==> src/rtl/adpll_pkg.sv <==
// Shared types, direction encoding and code/step initialisation helpers
// for the second-generation ADPLL loop controller.
package adpll_pkg;

    typedef enum logic [1:0] {
        SEARCH = 2'd0,
        TRACK  = 2'd1
    } state_t;

    localparam logic DIR_UP = 1'b1;
    localparam logic DIR_DN = 1'b0;

    // Mid-scale DCO code used as the acquisition starting point.
    function automatic int code_mid(input int code_w);
        return 1 << (code_w - 1);
    endfunction

    // First binary-search step: a quarter of the code range.
    function automatic int step_init(input int code_w);
        return 1 << (code_w - 2);
    endfunction

endpackage

==> src/rtl/adpll_lock_det.sv <==
// Lock / lock-loss detector for the TRACK phase. Counts consecutive
// polarity flips (lock evidence) and consecutive same-direction runs
// (lock-loss evidence). The request outputs are combinational so the
// controller can act on the same edge that the counters advance.
module adpll_lock_det
    import adpll_pkg::*;
#(
    parameter int LOCK_CNT   = 4,
    parameter int UNLOCK_CNT = 4
) (
    input  logic clk,
    input  logic reset,
    input  logic clear,
    input  logic dec_en,
    input  logic dir,
    input  logic polarity,
    output logic lock_set,
    output logic reacq_req
);

    localparam int FW = $clog2(LOCK_CNT + 1);
    localparam int RW = $clog2(UNLOCK_CNT + 1);

    logic [FW-1:0] flip_cnt_r;
    logic [FW-1:0] flip_cnt_nxt_s;
    logic [RW-1:0] run_cnt_r;
    logic [RW-1:0] run_cnt_nxt_s;
    logic          flip_s;

    // Next counter values and lock / re-acquire requests for a valid TRACK decision.
    always_comb begin
        flip_cnt_nxt_s = flip_cnt_r;
        run_cnt_nxt_s  = run_cnt_r;
        lock_set       = 1'b0;
        reacq_req      = 1'b0;
        flip_s         = (dir != polarity);
        if (dec_en) begin
            if (flip_s) begin
                if (flip_cnt_r < FW'(LOCK_CNT)) begin
                    flip_cnt_nxt_s = flip_cnt_r + FW'(1);
                end else begin
                    flip_cnt_nxt_s = flip_cnt_r;
                end
                run_cnt_nxt_s = RW'(1);
                lock_set      = (flip_cnt_nxt_s == FW'(LOCK_CNT));
            end else begin
                flip_cnt_nxt_s = {FW{1'b0}};
                run_cnt_nxt_s  = run_cnt_r + RW'(1);
                reacq_req      = (run_cnt_nxt_s == RW'(UNLOCK_CNT));
            end
        end else begin
            flip_cnt_nxt_s = flip_cnt_r;
            run_cnt_nxt_s  = run_cnt_r;
        end
    end

    // Counter registers; cleared outside TRACK and when a re-acquisition fires.
    always_ff @(posedge clk) begin
        if (reset || clear || reacq_req) begin
            flip_cnt_r <= {FW{1'b0}};
            run_cnt_r  <= {RW{1'b0}};
        end else begin
            flip_cnt_r <= flip_cnt_nxt_s;
            run_cnt_r  <= run_cnt_nxt_s;
        end
    end

endmodule

==> src/rtl/adpll_ctrl_gen2.sv <==
// Second-generation ADPLL loop controller: binary-search acquisition of the
// DCO code followed by +/-1 phase tracking with lock detection, lock-loss
// re-acquisition, hold and code saturation.
module adpll_ctrl_gen2
    import adpll_pkg::*;
#(
    parameter int CODE_W          = 5,
    parameter int LOCK_CNT        = 4,
    parameter int UNLOCK_CNT      = 4,
    parameter int REACQ_STEP_LOG2 = 2
) (
    input  logic              phase_clk,
    input  logic              reset,
    input  logic              p_up,
    input  logic              p_down,
    input  logic              hold,
    output logic [CODE_W-1:0] dco_code,
    output logic              freq_lock,
    output logic              polarity,
    output logic [1:0]        state
);

    localparam logic [CODE_W-1:0] CODE_MID_C   = CODE_W'(code_mid(CODE_W));
    localparam logic [CODE_W-1:0] STEP_INIT_C  = CODE_W'(step_init(CODE_W));
    localparam logic [CODE_W-1:0] STEP_REACQ_C = CODE_W'(1 << REACQ_STEP_LOG2);
    localparam logic [CODE_W-1:0] CODE_MAX_C   = {CODE_W{1'b1}};
    localparam logic [CODE_W-1:0] ONE_C        = CODE_W'(1);

    state_t            state_r;
    state_t            state_nxt_s;
    logic [CODE_W-1:0] code_r;
    logic [CODE_W-1:0] code_nxt_s;
    logic [CODE_W-1:0] step_r;
    logic [CODE_W-1:0] step_nxt_s;
    logic [CODE_W-1:0] delta_s;
    logic [CODE_W:0]   sum_s;
    logic              lock_r;
    logic              lock_nxt_s;
    logic              pol_r;
    logic              pol_nxt_s;
    logic              valid_s;
    logic              dir_s;
    logic              track_en_s;
    logic              clear_s;
    logic              lock_set_s;
    logic              reacq_s;

    // A decision counts only when exactly one flag is high and hold is low.
    assign valid_s    = (p_up ^ p_down) & ~hold;
    assign dir_s      = p_up ? DIR_UP : DIR_DN;
    assign track_en_s = valid_s & (state_r == TRACK);
    assign clear_s    = (state_r != TRACK);

    adpll_lock_det #(
        .LOCK_CNT   (LOCK_CNT),
        .UNLOCK_CNT (UNLOCK_CNT)
    ) u_lock_det (
        .clk       (phase_clk),
        .reset     (reset),
        .clear     (clear_s),
        .dec_en    (track_en_s),
        .dir       (dir_s),
        .polarity  (pol_r),
        .lock_set  (lock_set_s),
        .reacq_req (reacq_s)
    );

    // State register.
    always_ff @(posedge phase_clk) begin
        if (reset) begin
            state_r <= SEARCH;
        end else begin
            state_r <= state_nxt_s;
        end
    end

    // Next state: enter TRACK on the last search step, fall back on lock loss.
    always_comb begin
        state_nxt_s = state_r;
        case (state_r)
            SEARCH: begin
                if (valid_s && (step_r == ONE_C)) begin
                    state_nxt_s = TRACK;
                end else begin
                    state_nxt_s = SEARCH;
                end
            end
            TRACK: begin
                if (reacq_s) begin
                    state_nxt_s = SEARCH;
                end else begin
                    state_nxt_s = TRACK;
                end
            end
            default: state_nxt_s = SEARCH;
        endcase
    end

    // Code / step / lock / polarity next values with saturating arithmetic.
    always_comb begin
        code_nxt_s = code_r;
        step_nxt_s = step_r;
        lock_nxt_s = lock_r;
        pol_nxt_s  = pol_r;
        if (state_r == TRACK) begin
            delta_s = ONE_C;
        end else begin
            delta_s = step_r;
        end
        sum_s = {1'b0, code_r} + {1'b0, delta_s};
        if (valid_s) begin
            pol_nxt_s = dir_s;
            if (dir_s == DIR_UP) begin
                if (sum_s[CODE_W]) begin
                    code_nxt_s = CODE_MAX_C;
                end else begin
                    code_nxt_s = sum_s[CODE_W-1:0];
                end
            end else begin
                if (code_r < delta_s) begin
                    code_nxt_s = {CODE_W{1'b0}};
                end else begin
                    code_nxt_s = code_r - delta_s;
                end
            end
            case (state_r)
                SEARCH: begin
                    step_nxt_s = {1'b0, step_r[CODE_W-1:1]};
                    lock_nxt_s = lock_r;
                end
                TRACK: begin
                    if (reacq_s) begin
                        step_nxt_s = STEP_REACQ_C;
                        lock_nxt_s = 1'b0;
                    end else if (lock_set_s) begin
                        lock_nxt_s = 1'b1;
                    end else begin
                        lock_nxt_s = lock_r;
                    end
                end
                default: begin
                    step_nxt_s = STEP_INIT_C;
                    lock_nxt_s = 1'b0;
                end
            endcase
        end else begin
            code_nxt_s = code_r;
            step_nxt_s = step_r;
            lock_nxt_s = lock_r;
            pol_nxt_s  = pol_r;
        end
    end

    // Datapath registers driving the outputs.
    always_ff @(posedge phase_clk) begin
        if (reset) begin
            code_r <= CODE_MID_C;
            step_r <= STEP_INIT_C;
            lock_r <= 1'b0;
            pol_r  <= 1'b0;
        end else begin
            code_r <= code_nxt_s;
            step_r <= step_nxt_s;
            lock_r <= lock_nxt_s;
            pol_r  <= pol_nxt_s;
        end
    end

    assign dco_code  = code_r;
    assign freq_lock = lock_r;
    assign polarity  = pol_r;
    assign state     = state_r;

endmodule

==> config.mk <==
export PLATFORM = sky130hd
export DESIGN_NAME = adpll_ctrl_gen2
export DESIGN_NICKNAME = d
export VERILOG_FILES = /design/src/rtl/adpll_pkg.sv /design/src/rtl/adpll_lock_det.sv /design/src/rtl/adpll_ctrl_gen2.sv
export SDC_FILE = /design/constraint.sdc
export NUM_CORES = 1
export LEC_CHECK = 0
export CAP_MARGIN = 20
export CORE_MARGIN = 8
export CORE_UTILIZATION = 36
export CTS_BUF_LIST = sky130_fd_sc_hd__clkbuf_16
export CTS_CLUSTER_DIAMETER = 40
export CTS_CLUSTER_SIZE = 8
export DETAILED_ROUTE_END_ITERATION = 8
export HOLD_SLACK_MARGIN = 0.02
export PLACE_DENSITY_LB_ADDON = 0.1
export SETUP_SLACK_MARGIN = 0.5
export SYNTH_ARGS = -nofsm -noshare
export SYNTH_HDL_FRONTEND = slang
export SYNTH_SLANG_ARGS = --single-unit
==> constraint.sdc <==
create_clock -name phase_clk -period 2.3 [get_ports phase_clk]
set_input_delay 0.46 -clock phase_clk [delete_from_list [all_inputs] [get_ports phase_clk]]
set_output_delay 0.46 -clock phase_clk [all_outputs]
set_load 0.005 [all_outputs]
After elaboration in Yosys (flattened, before gate mapping)
Cells that the tools add are included.
{ "totals": {"reg_bits": 20, "memories": 0, "word_cells": 54, "input_bits": 5, "output_inout_bits": 9, "latchBits": 0, "ram_bits": 0, "romBits": 0} }
{ "op_classes": {"div": 0, "bitwise": 5, "n_eq_ne": 8, "n_addsub": 4, "reduce_logical": 6, "order_cmp": 2, "n_shift": 0, "muxes": 22, "mul": 0} }
{ "ops": {"columns": ["cell", "n"], "rows": [
  ["2-to-1 mux 5 bit", 5],
  ["2-to-1 mux 3 bit", 5],
  ["one-hot mux 5 bit (2 select lines)", 1],
  ["2-to-1 mux 1 bit", 9],
  ["adder 3 x 1 -> 3 bit (second input constant)", 2],
  ["adder 5 x 5 -> 6 bit", 1],
  ["equality test 3 bit (second input constant)", 2],
  ["equality test 5 x 1 -> 1 bit (second input constant)", 1],
  ["less-than comparator 5 bit", 1],
  ["subtractor 5 bit", 1],
  ["!= test 2 x 1 -> 1 bit (second input constant)", 2],
  ["one-hot mux 2 bit (2 select lines)", 1],
  ["less-than comparator 3 bit (second input constant)", 1],
  ["!= test 3 x 2 -> 1 bit (second input constant)", 1],
  ["AND reduction 3 bit", 1],
  ["bitwise AND 1 bit", 2],
  ["equality test 2 x 1 -> 1 bit (second input constant)", 1],
  ["logical NOT 2 bit", 1],
  ["logical OR 1 bit", 2],
  ["NOT 1 bit", 2],
  ["one-hot mux 1 bit (2 select lines)", 1],
  ["AND reduction 2 bit", 1],
  ["logical AND 1 bit", 1],
  ["!= test 1 bit", 1],
  ["XOR 1 bit", 1]
]} }

Depth between registers and ports, before layout
{ "logic_depth": {"depth_word": 10, "mapped_depth": 9, "depth_no_buf": 8} }

Hierarchy
From an unflattened synthesis, not the netlist that was laid out.
{ "unflattened": {"cells_unflattened": 144, "area_unflattened_um2": 1256.2} }
{ "modules_own_cells": {"columns": ["mod", "area_per_inst_um2", "instances", "seq_area_each_um2", "cells_per_inst"], "rows": [
  ["adpll_ctrl_gen2", 929.6, 1, 240.2, 109],
  ["adpll_lock_det", 326.6, 1, 120.1, 35]
]} }

Worst setup path after synthesis
No wires, ideal clock.
{ "synth_timing": {"path_kind": "register to register", "start": "reg state_r[0], in the netlist state[0]", "end": "reg code_r[4], in the netlist dco_code[4]", "path_buffers": 1, "period_less_slack_ns": 2.236, "t_required_ns": 2.180, "setup_slack_ns": 0.064, "setup_ns": 0.120, "stages_incl_launch_ff": 9, "arrival_ns": 2.117, "path_cell_list": "dfxtp_1 -> clkbuf_1 -> or2_2 -> ha_1 -> fa_1 -> o21bai_1 -> a21oi_1 -> a41o_1 -> a211o_1"} }
{ "synth_between": {"elab_chain_len": 5, "elab_cells_between_ends": 8, "classes_between": "2 x add/sub; 1 x order compare; 1 x eq/ne; 4 x mux"} }
{ "synth_lines": {"columns": ["item", "line_no", "rtl"], "rows": [
  ["start: declaration", "adpll_ctrl_gen2.sv:29", "state_t state_r;"],
  ["start signal: assignment", "adpll_ctrl_gen2.sv:73", "state_r <= state_nxt_s;"],
  ["equality test 2 x 1 -> 1 bit (*)", "adpll_ctrl_gen2.sv:105", "if (state_r == TRACK) begin"],
  ["2-to-1 mux 5 bit (*)", "adpll_ctrl_gen2.sv:105", null],
  ["subtractor 5 bit, or another cell as far along", "adpll_ctrl_gen2.sv:123", "code_nxt_s = code_r - delta_s;"],
  ["2-to-1 mux 5 bit (on tied branches)", "adpll_ctrl_gen2.sv:120, adpll_ctrl_gen2.sv:114", null],
  ["2-to-1 mux 5 bit (*)", "adpll_ctrl_gen2.sv:113", "if (dir_s == DIR_UP) begin"],
  ["end signal: assignment", "adpll_ctrl_gen2.sv:162", "code_r <= code_nxt_s;"],
  ["end: declaration", "adpll_ctrl_gen2.sv:31", "logic [CODE_W-1:0] code_r;"]
]} }
Every way passes the cells marked *; elsewhere a longest branch is shown, timed or not.
A chain may end at the register's enable or synchronous reset.

Worst setup path after layout
Same ends and word-level chain as after synthesis.

==> impl_metrics.tcl <==
set metrics [dict create \
    worstHoldStart "u_lock_det.run_cnt_r[1]" \
    status "completed" \
    fmax_mhz 518 \
    firstDrtPassIters 4 \
    clkTransAtPathRegs_ns 0.05 \
    n_antenna_cell 0 \
    core_area_um2 3310 \
    rr_startpoint "state[0]" \
    ys_seq_area_frac 0.294 \
    cts_root_buffer "clkbuf_16" \
    fp.dieArea_um2 5520 \
    hold_viol_final 0 \
    cp_max_fo 4 \
    grt_pass1_wl_mm 5.06 \
    die_y_um 74.3 \
    cts_buffers 3 \
    grt_max_degree 13 \
    fp.dieW_um 74.3 \
    skew_ns 0.00256 \
    gr-usage-all-layers 0.115 \
    worst_setup_path_start_kind "register" \
    crit_type "register to register" \
    wire_per_inst_um 13.8 \
    start_util 0.370 \
    drt_iter0_markers 55 \
    num_io_pins 14 \
    via_count 1109 \
    fin_util 0.527 \
    hpwl_mm 2.17 \
    nets 186 \
    finalSetupTns_ns 0 \
    synth.ff_latch_count 18 \
    timing.final.crit_share 0.839 \
    synthCells 143 \
    cts_tree "built" \
    yosysWarningCount 0 \
    synthesis.area_um2 1220 \
    async_reset_ff_frac 0 \
    rsz0062_at_grt "true" \
    power.density_nw_per_um2 548 \
    overflow 0 \
    cp.arrival_ns 2.12 \
    cts_buffer_depth 2 \
    antenna_left 0 \
    final_area_um2 1750 \
    layout_min_cycle_time_ns 1.93 \
    clkLatencyLatePin_ns 0.24 \
    total_leakage_power_nw 0.688 \
    numPortBuffers 12 \
    finalSetupViolCount 0 \
    antenna_found_initial 0 \
    synth_edf_count 0 \
    drv_slew 0 \
    crit_start "state[0]" \
    final_layout_size_suffix_gt1_frac 0.311 \
    syn-num-nets 161 \
    syn_to_final_growth_pct 42.6 \
    fill_cells 326 \
    vias_per_cell 5.21 \
    post_synth_num_cell_types 48 \
    placed_area_um2 1450 \
    clock-sinks 18 \
    drc 0 \
    peakVddDrop_mv 0.317 \
    cts_hold_buf 0 \
    totalWireLength_mm 2.94 \
    drv_cap 0 \
    synthFlopType "dfxtp_1" \
    worstSetupEndpointType "register" \
    gp_congestion 0.834 \
    avgSynthCellArea_um2 8.56 \
    rows 21 \
    hp-class "register to register" \
    grt_pass1_vias 1091 \
    cp.required_ns 2.49 \
    cts_max_level 1 \
]
-- routing by layer --
metal  global-route usage  vias to the layer above  part of all wire
met5                    0                        -                 0
met4               0.0348                        0            0.0068
met3               0.0189                        2             0.033
met2                0.183                       21              0.49
met1                0.153                      533              0.47
li1                     -                      553                 -
-- state kept, by name, summed over array words and instances (netlist names) --
register and count:
polarity 1, u_lock_det.flip_cnt_r 3, dco_code 5, u_lock_det.run_cnt_r 3, freq_lock 1, state 1, step_r 4
-- cells by family (layout without fill, tap and decap cells) --
kind of cell / count (synthesis) / in the layout / synth area share
compound gates: 37 / 37 / 0.237
simple gates: 50 / 50 / 0.213
other cells: 1 / 1 / 0.00306
flops: 18 / 18 / 0.294
fa+ha+maj: 13 / 13 / 0.145
xor+xnor: 4 / 4 / 0.0348
buf+inv: 20 / 44 / 0.0726
-- metrics by stage --
step / std cells / worst slack (ns) / power [mW] / hold slack [ns]
CTS: 211 / 0.366 / 0.927 / 0.468
detailed placement: 200 / 0.171 / 0.549 / 0.460
global route: 213 / 0.323 / 1.01 / 0.487
floorplan: 143 / 0.299 / 0.489 / 0.436
finish: 213 / 0.371 / 0.956 / 0.465
global placement: 200 / 0.166 / 0.547 / 0.443
-- cell type report --
| type | instances | area [um^2] | share of cell area |
|---|---|---|---|
| well taps | 46 | 57.6 | 0.0330 |
| multi-input cells | 105 | 961 | 0.551 |
| repair buffers | 26 | 230 | 0.132 |
| clock inverters | 1 | 3.75 | 0.00215 |
| clock buffers | 3 | 75.1 | 0.0430 |
| flip-flops and latches | 18 | 363 | 0.208 |
| inverters | 14 | 55.1 | 0.0315 |
-- layout by cell type (no fill, tap or decap), drive strengths merged, types with 2 or more instances in the layout --
cell type      instances
o311a                  3
o21bai                 2
a211oi                 2
o21ai                  4
nand2b                 8
o31ai                  2
nor2                  16
fa                     2
clkdlybuf4s50         10
a22oi                  5
nand3                  3
dfxtp                 18
xor2                   3
or2                    2
buf                   14
nand2                  6
clkbuf                 3
a221oi                 3
a21o                   3
ha                    11
a21oi                  6
nor3                   6
inv                   14
a311oi                 2
-- power by group --
part	internal [mW]	switching (mW)	leakage (nW)
Sequential	0.326	0.0233	0.147
Combinational	0.136	0.125	0.502
Clock	0.231	0.114	0.0385
-- final timing paths --
check	end	slack [ns]	cells after the start
worst max-delay path	dco_code[4]	0.37	8
worst max register to register	dco_code[4]	0.37	8
worst min register to register	u_lock_det.run_cnt_r[1]	0.46	2
worst min-delay path	u_lock_det.run_cnt_r[1]	0.46	2
-- Yosys cell counts, types with 2 or more instances --
cell | number | share of area
a221oi_2 | 2 | 0.025
a21oi_1 | 6 | 0.025
fa_1 | 2 | 0.033
o21bai_1 | 2 | 0.012
nand2b_1 | 8 | 0.041
ha_1 | 11 | 0.11
xor2_1 | 3 | 0.021
o31ai_1 | 2 | 0.012
a22oi_1 | 5 | 0.031
nand3_1 | 3 | 0.012
nand2_1 | 6 | 0.018
inv_1 | 13 | 0.040
dfxtp_1 | 18 | 0.29
o311a_1 | 2 | 0.016
nor2_1 | 16 | 0.049
a311oi_1 | 2 | 0.014
nor3_1 | 6 | 0.025
a21o_1 | 3 | 0.018
o21ai_0 | 4 | 0.016
-- critical path: stages (launching register included) --
cell and delay [ns]:
dfxtp_2 0.33, or2_4 0.27, ha_4 0.17, fa_2 0.37
nand2b_4 0.09, a21oi_2 0.06, and4b_1 0.19, nor4_2 0.25
a211o_1 0.14
-- timing repair --
action,CTS,global route
endpoints found under the setup margin,10,15
setup buffers,7,2
pin swaps,7,9
resized for setup,12,17
Note: power is estimated with default switching activity, not from simulation.
